$ cat src/rtl/lcd_spi_master.sv
// Write-only 4-wire SPI master (mode 0, MSB first) for the 160x80 LCD panel.
// Each start pulse sends one command byte (dc=0) followed by 0..4 data
// bytes (dc=1). All pins are driven straight from registers.
module lcd_spi_master #(
  parameter int CLK_DIV      = 2,
  parameter int CS_SETUP_CYC = 2,
  parameter int CS_HOLD_CYC  = 2
) (
  input  logic       clk,
  input  logic       rst_n,
  input  logic       spi_start_cmd,
  input  logic [2:0] spi_mode,
  input  logic [7:0] cmd_spi_cmd,
  input  logic [7:0] cmd_spi_data1,
  input  logic [7:0] cmd_spi_data2,
  input  logic [7:0] cmd_spi_data3,
  input  logic [7:0] cmd_spi_data4,
  input  logic [3:0] cmd_spi_data_num,
  output logic       spi_busy,
  output logic       spi_done,
  output logic       lcd_cs_n,
  output logic       lcd_sclk,
  output logic       lcd_mosi,
  output logic       lcd_dc
);

  typedef enum logic [1:0] {
    IDLE     = 2'd0,
    CS_SETUP = 2'd1,
    SHIFT    = 2'd2,
    CS_HOLD  = 2'd3
  } state_t;

  // Terminal counts: each phase lasts (count + 1) cycles.
  localparam logic [7:0] DIV_LAST   = 8'(CLK_DIV - 1);
  localparam logic [7:0] SETUP_LAST = 8'(CS_SETUP_CYC - 1);
  localparam logic [7:0] HOLD_LAST  = 8'(CS_HOLD_CYC - 1);

  state_t      state_r, state_s;
  logic [7:0]  div_cnt_r, div_cnt_s;
  logic [2:0]  bit_cnt_r, bit_cnt_s;
  logic [2:0]  byte_cnt_r, byte_cnt_s;
  logic [2:0]  nbytes_r, nbytes_s;
  logic [39:0] shreg_r, shreg_s;
  logic        cs_n_r, cs_n_s;
  logic        sclk_r, sclk_s;
  logic        mosi_r, mosi_s;
  logic        dc_r, dc_s;
  logic        busy_r, busy_s;
  logic        done_r, done_s;

  // Number of data bytes to send: none in command-only mode, else clamped to 4.
  function automatic logic [2:0] data_bytes(input logic [2:0] mode, input logic [3:0] num);
    logic [2:0] n;
    if (mode == 3'd0) begin
      n = 3'd0;
    end else if (num > 4'd4) begin
      n = 3'd4;
    end else begin
      n = num[2:0];
    end
    return n;
  endfunction

  // Next-state and next-output logic; everything holds unless a phase ends.
  always_comb begin
    state_s    = state_r;
    div_cnt_s  = div_cnt_r;
    bit_cnt_s  = bit_cnt_r;
    byte_cnt_s = byte_cnt_r;
    nbytes_s   = nbytes_r;
    shreg_s    = shreg_r;
    cs_n_s     = cs_n_r;
    sclk_s     = sclk_r;
    mosi_s     = mosi_r;
    dc_s       = dc_r;
    busy_s     = busy_r;
    done_s     = 1'b0;
    case (state_r)
      IDLE: begin
        if (spi_start_cmd) begin
          // The whole frame is latched so later input changes are harmless.
          shreg_s    = {cmd_spi_cmd, cmd_spi_data1, cmd_spi_data2,
                        cmd_spi_data3, cmd_spi_data4};
          nbytes_s   = data_bytes(spi_mode, cmd_spi_data_num);
          div_cnt_s  = 8'd0;
          bit_cnt_s  = 3'd0;
          byte_cnt_s = 3'd0;
          cs_n_s     = 1'b0;
          busy_s     = 1'b1;
          dc_s       = 1'b0;
          mosi_s     = cmd_spi_cmd[7];
          state_s    = CS_SETUP;
        end else begin
          state_s = IDLE;
        end
      end
      CS_SETUP: begin
        if (div_cnt_r == SETUP_LAST) begin
          div_cnt_s = 8'd0;
          state_s   = SHIFT;
        end else begin
          div_cnt_s = div_cnt_r + 8'd1;
        end
      end
      SHIFT: begin
        if (div_cnt_r == DIV_LAST) begin
          div_cnt_s = 8'd0;
          if (!sclk_r) begin
            sclk_s = 1'b1;
          end else begin
            // Falling edge: advance mosi (and dc at a byte boundary) now,
            // so nothing changes while sclk is high.
            sclk_s = 1'b0;
            if (bit_cnt_r == 3'd7) begin
              bit_cnt_s = 3'd0;
              if (byte_cnt_r == nbytes_r) begin
                state_s = CS_HOLD;
              end else begin
                byte_cnt_s = byte_cnt_r + 3'd1;
                dc_s       = 1'b1;
                mosi_s     = shreg_r[38];
                shreg_s    = {shreg_r[38:0], 1'b0};
              end
            end else begin
              bit_cnt_s = bit_cnt_r + 3'd1;
              mosi_s    = shreg_r[38];
              shreg_s   = {shreg_r[38:0], 1'b0};
            end
          end
        end else begin
          div_cnt_s = div_cnt_r + 8'd1;
        end
      end
      CS_HOLD: begin
        if (div_cnt_r == HOLD_LAST) begin
          div_cnt_s  = 8'd0;
          bit_cnt_s  = 3'd0;
          byte_cnt_s = 3'd0;
          cs_n_s     = 1'b1;
          busy_s     = 1'b0;
          dc_s       = 1'b0;
          mosi_s     = 1'b0;
          done_s     = 1'b1;
          state_s    = IDLE;
        end else begin
          div_cnt_s = div_cnt_r + 8'd1;
        end
      end
      default: begin
        div_cnt_s  = 8'd0;
        bit_cnt_s  = 3'd0;
        byte_cnt_s = 3'd0;
        cs_n_s     = 1'b1;
        sclk_s     = 1'b0;
        busy_s     = 1'b0;
        dc_s       = 1'b0;
        mosi_s     = 1'b0;
        state_s    = IDLE;
      end
    endcase
  end

  // State, counters and output registers; reset forces idle pin levels at once.
  always_ff @(posedge clk or negedge rst_n) begin
    if (!rst_n) begin
      state_r    <= IDLE;
      div_cnt_r  <= 8'd0;
      bit_cnt_r  <= 3'd0;
      byte_cnt_r <= 3'd0;
      nbytes_r   <= 3'd0;
      shreg_r    <= 40'd0;
      cs_n_r     <= 1'b1;
      sclk_r     <= 1'b0;
      mosi_r     <= 1'b0;
      dc_r       <= 1'b0;
      busy_r     <= 1'b0;
      done_r     <= 1'b0;
    end else begin
      state_r    <= state_s;
      div_cnt_r  <= div_cnt_s;
      bit_cnt_r  <= bit_cnt_s;
      byte_cnt_r <= byte_cnt_s;
      nbytes_r   <= nbytes_s;
      shreg_r    <= shreg_s;
      cs_n_r     <= cs_n_s;
      sclk_r     <= sclk_s;
      mosi_r     <= mosi_s;
      dc_r       <= dc_s;
      busy_r     <= busy_s;
      done_r     <= done_s;
    end
  end

  assign spi_busy = busy_r;
  assign spi_done = done_r;
  assign lcd_cs_n = cs_n_r;
  assign lcd_sclk = sclk_r;
  assign lcd_mosi = mosi_r;
  assign lcd_dc   = dc_r;

endmodule

$ cat config.mk
export PLATFORM = sky130hd
export DESIGN_NAME = lcd_spi_master
export DESIGN_NICKNAME = d
export VERILOG_FILES = /design/src/rtl/lcd_spi_master.sv
export SDC_FILE = /design/constraint.sdc
export NUM_CORES = 1
export LEC_CHECK = 0
export CORE_UTILIZATION = 30
export DETAILED_ROUTE_END_ITERATION = 10
export DONT_BUFFER_PORTS = 1
export HOLD_SLACK_MARGIN = 0.08
export PLACE_DENSITY = 0.54
export SYNTH_ARGS = -nofsm -noshare
export SYNTH_HDL_FRONTEND = slang
export SYNTH_SLANG_ARGS = --single-unit
$ cat constraint.sdc
create_clock -name clk -period 3.1 [get_ports clk]
set_clock_uncertainty 0.15 [all_clocks]
set_input_delay 0.62 -clock clk [delete_from_list [all_inputs] [get_ports clk]]
set_output_delay 0.62 -clock clk [all_outputs]
set_load 0.01 [all_outputs]
==> impl_metrics.env <==
export IMPL_coreArea_sq_um=10370
export IMPL_fin_cells=421
export IMPL_yosysSeqAreaShare_pct=49.59
export IMPL_die_height_um=105.8
export IMPL_post_dp_cell_area_sq_um=3367
export IMPL_routed_wirelength_um=7281
export IMPL_synthToLayoutAreaGrowth_pct=12.89
export IMPL_grt_use_met3_pct=4.453
export IMPL_cpPeakStageDelay_ps=770
export IMPL_crit_fanout=38
export IMPL_critical_path_class="reg -> reg"
export IMPL_yosysTopAreaCell="dfrtp_1"
export IMPL_max_freq_mhz=376.0
export IMPL_wl_per_cell_um=17.29
export IMPL_crit_arrival_ps=2740
export IMPL_avgSynthCellArea_sq_um=11.54
export IMPL_p_per_area_nw_per_um2=474.5
export IMPL_hold_ws_ps=255.1
export IMPL_max_slew_margin_pct=55.25
export IMPL_hold_class="in -> reg"
export IMPL_critPathSlowestCell="or4_4"
export IMPL_rows=37
export IMPL_cts_tree="done"
export IMPL_die_width_um=105.8
export IMPL_critPathCaptureType="flip-flop"
export IMPL_vias_per_cell=5.432
export IMPL_postRouteAntennaNets=0
export IMPL_finalCritPeriodShare_pct=85.80
export IMPL_clkTransAtPathRegs_ps=70
export IMPL_grtUsageTotal_pct=13.97
export IMPL_cts_root_buf="clkbuf_8"
export IMPL_finalSetupViolCount=0
export IMPL_busiest_layer="met2"
export IMPL_hold_viol=0
export IMPL_final_common_cell="dfrtp_1"
export IMPL_holdBufCountCts=2
export IMPL_worstSkewPairLatency_ps=340
export IMPL_antenna_cells=0
export IMPL_layout_min_cycle_time_ps=2660
export IMPL_cap_violations=0
export IMPL_cts_sinks=64
export IMPL_final_nets=340
export IMPL_met1_usage_pct=18.49
export IMPL_drt_iter0_drc=222
export IMPL_slew_violations=0
export IMPL_dr_pass1_iters=4
export IMPL_required_ps=3180
export IMPL_drc_errors=0
export IMPL_yosys_top_cells_area="dfrtp_1 (49%), or3_1 (7.5%), o221a_1 (7.0%)"
export IMPL_final_cell_mix="dfrtp_1 (63), or3_1 (39), o221a_1 (20)"
export IMPL_synth_cells=280
export IMPL_post_cts_buffers=0
export IMPL_crit_family="simple AND/OR/NAND/NOR gates"
export IMPL_path_buf_inv=1
export IMPL_yosysTopAreaCellShare_pct=48.78
export IMPL_totalPowerFinal_mw=1.731
export IMPL_drive_gt1_share_pct=17.54
export IMPL_die_area_sq_um=11190
export IMPL_place_congestion=0.7635
export IMPL_grt_first_pass_wirelength_um=12170
export IMPL_overflow=0
export IMPL_ys_async_sr_fraction_pct=100.0
export IMPL_start_util_pct=31.17
export IMPL_portBuffers=0
export IMPL_ctsResizeCount=0
export IMPL_fillers=1013
export IMPL_status="complete, no violations"
export IMPL_synth_warnings=0
export IMPL_start_kind="flip-flop"
export IMPL_synth_area_sq_um=3232
export IMPL_finalSetupTns_ps=0
export IMPL_worst_slew_pin_slew_ps=665.5
export IMPL_grt_max_degree=65
export IMPL_grtUsageMet2_pct=21.43
export IMPL_finish_instance_area_sq_um=3649
export IMPL_ir_worst_vdd_mv=0.2101
export IMPL_cts_path_max_buffers=2
export IMPL_hpwlAfterDp_um=4796
export IMPL_antenna_found_initial=0
export IMPL_crit_chain="inv_1 > ha_1 > nor4b_4 > nand3_4 > or4_4 > o221a_2"
export IMPL_synth_seq_cells=64
export IMPL_syn_nets=340
export IMPL_synth_enable_flop_cells=0
export IMPL_place_inst=403
export IMPL_synthFlopType="dfrtp_1"
export IMPL_leakagePower_nw=1.442
export IMPL_cts_htree_levels=3
export IMPL_vias=2287
export IMPL_r2r_setup_slack_ps=440
export IMPL_cts_made_buffers=9
export IMPL_grt_setup_unrepaired="false"
export IMPL_io_pins=56
export IMPL_ys_types=49
export IMPL_grt_pass1_vias=2367
## worst paths after layout
check	startpoint	end	depth (start not counted)
hold reg to reg	lcd_cs_n$_DFFE_PN1P_	lcd_cs_n$_DFFE_PN1P_	2
hold / removal	cmd_spi_data4[0]	shreg_r[0]$_DFFE_PN0P_	2
max in group asynchronous	rst_n	lcd_cs_n$_DFFE_PN1P_	2
setup / recovery	div_cnt_r[1]$_DFFE_PN0P_	shreg_r[5]$_DFFE_PN0P_	6
setup reg to reg	div_cnt_r[1]$_DFFE_PN0P_	shreg_r[5]$_DFFE_PN0P_	6
min in group asynchronous	rst_n	shreg_r[19]$_DFFE_PN0P_	2
## kinds of logic after synthesis
logic type / share of synthesized area [%]
DFF: 49.59
and+or+nand+nor: 16.80
adders and majority gates: 3.871
xor gates and xnor gates: 2.710
buffers and inverters: 3.987
AOI/OAI and AO/OA: 21.06
muxes: 1.974
## state kept, by name (all words and copies together) (netlist names)
signal,flops
bit_cnt_r,3
byte_cnt_r,3
div_cnt_r,8
lcd_cs_n,1
lcd_dc,1
lcd_mosi,1
lcd_sclk,1
nbytes_r,3
shreg_r,39
spi_busy,1
spi_done,1
state_r,2
## routing by layer
layer / routed length [um] / vias up
met3: 413 / 8
met1: 3449 / 1147
met4: 83 / 0
met2: 3334 / 47
met5: 0 / -
li1: - / 1085
## worst register-to-register path: stages (launching register included)
cell     delay, ps
dfrtp_1        410
inv_1           70
ha_1           140
nor4b_4        460
nand3_4        200
or4_4          780
o221a_2        340
## report_power, final
part | leakage, nW | internal, mW | switching (mW)
combinational | 0.484 | 0.00539 | 0.0169
sequential | 0.839 | 0.835 | 0
clock | 0.119 | 0.535 | 0.339
total | 1.44 | 1.37 | 0.356
## Yosys cell counts, drive strengths merged (4+ instances only)
cell type,number
nor2,10
o31ai,5
nand3,6
a21oi,6
or3,39
buf,8
o221a,38
inv,8
xnor2,4
nand2,13
nor3,5
clkbuf,11
ha,10
dfrtp,63
xor2,6
## per-stage QoR
step	utilization, %	setup WS [ps]
detailed placement	32.47	432.8
global placement	32.47	487.2
CTS	35.18	424.9
global route	35.18	263.8
finish	35.18	440.2
floorplan	-	742.7
## cell type report
class	count	area [sq um]	share of cell area [%]
timing repair buffer	8	82.58	2.263
multi-input combinational	189	1519	41.63
inverter	8	30.03	0.8230
clock buffer	9	123.9	3.395
sequential	64	1603	43.93
clock inverter	7	120.1	3.292
tap	136	170.2	4.664
Note: power is estimated with default switching activity, not from simulation.
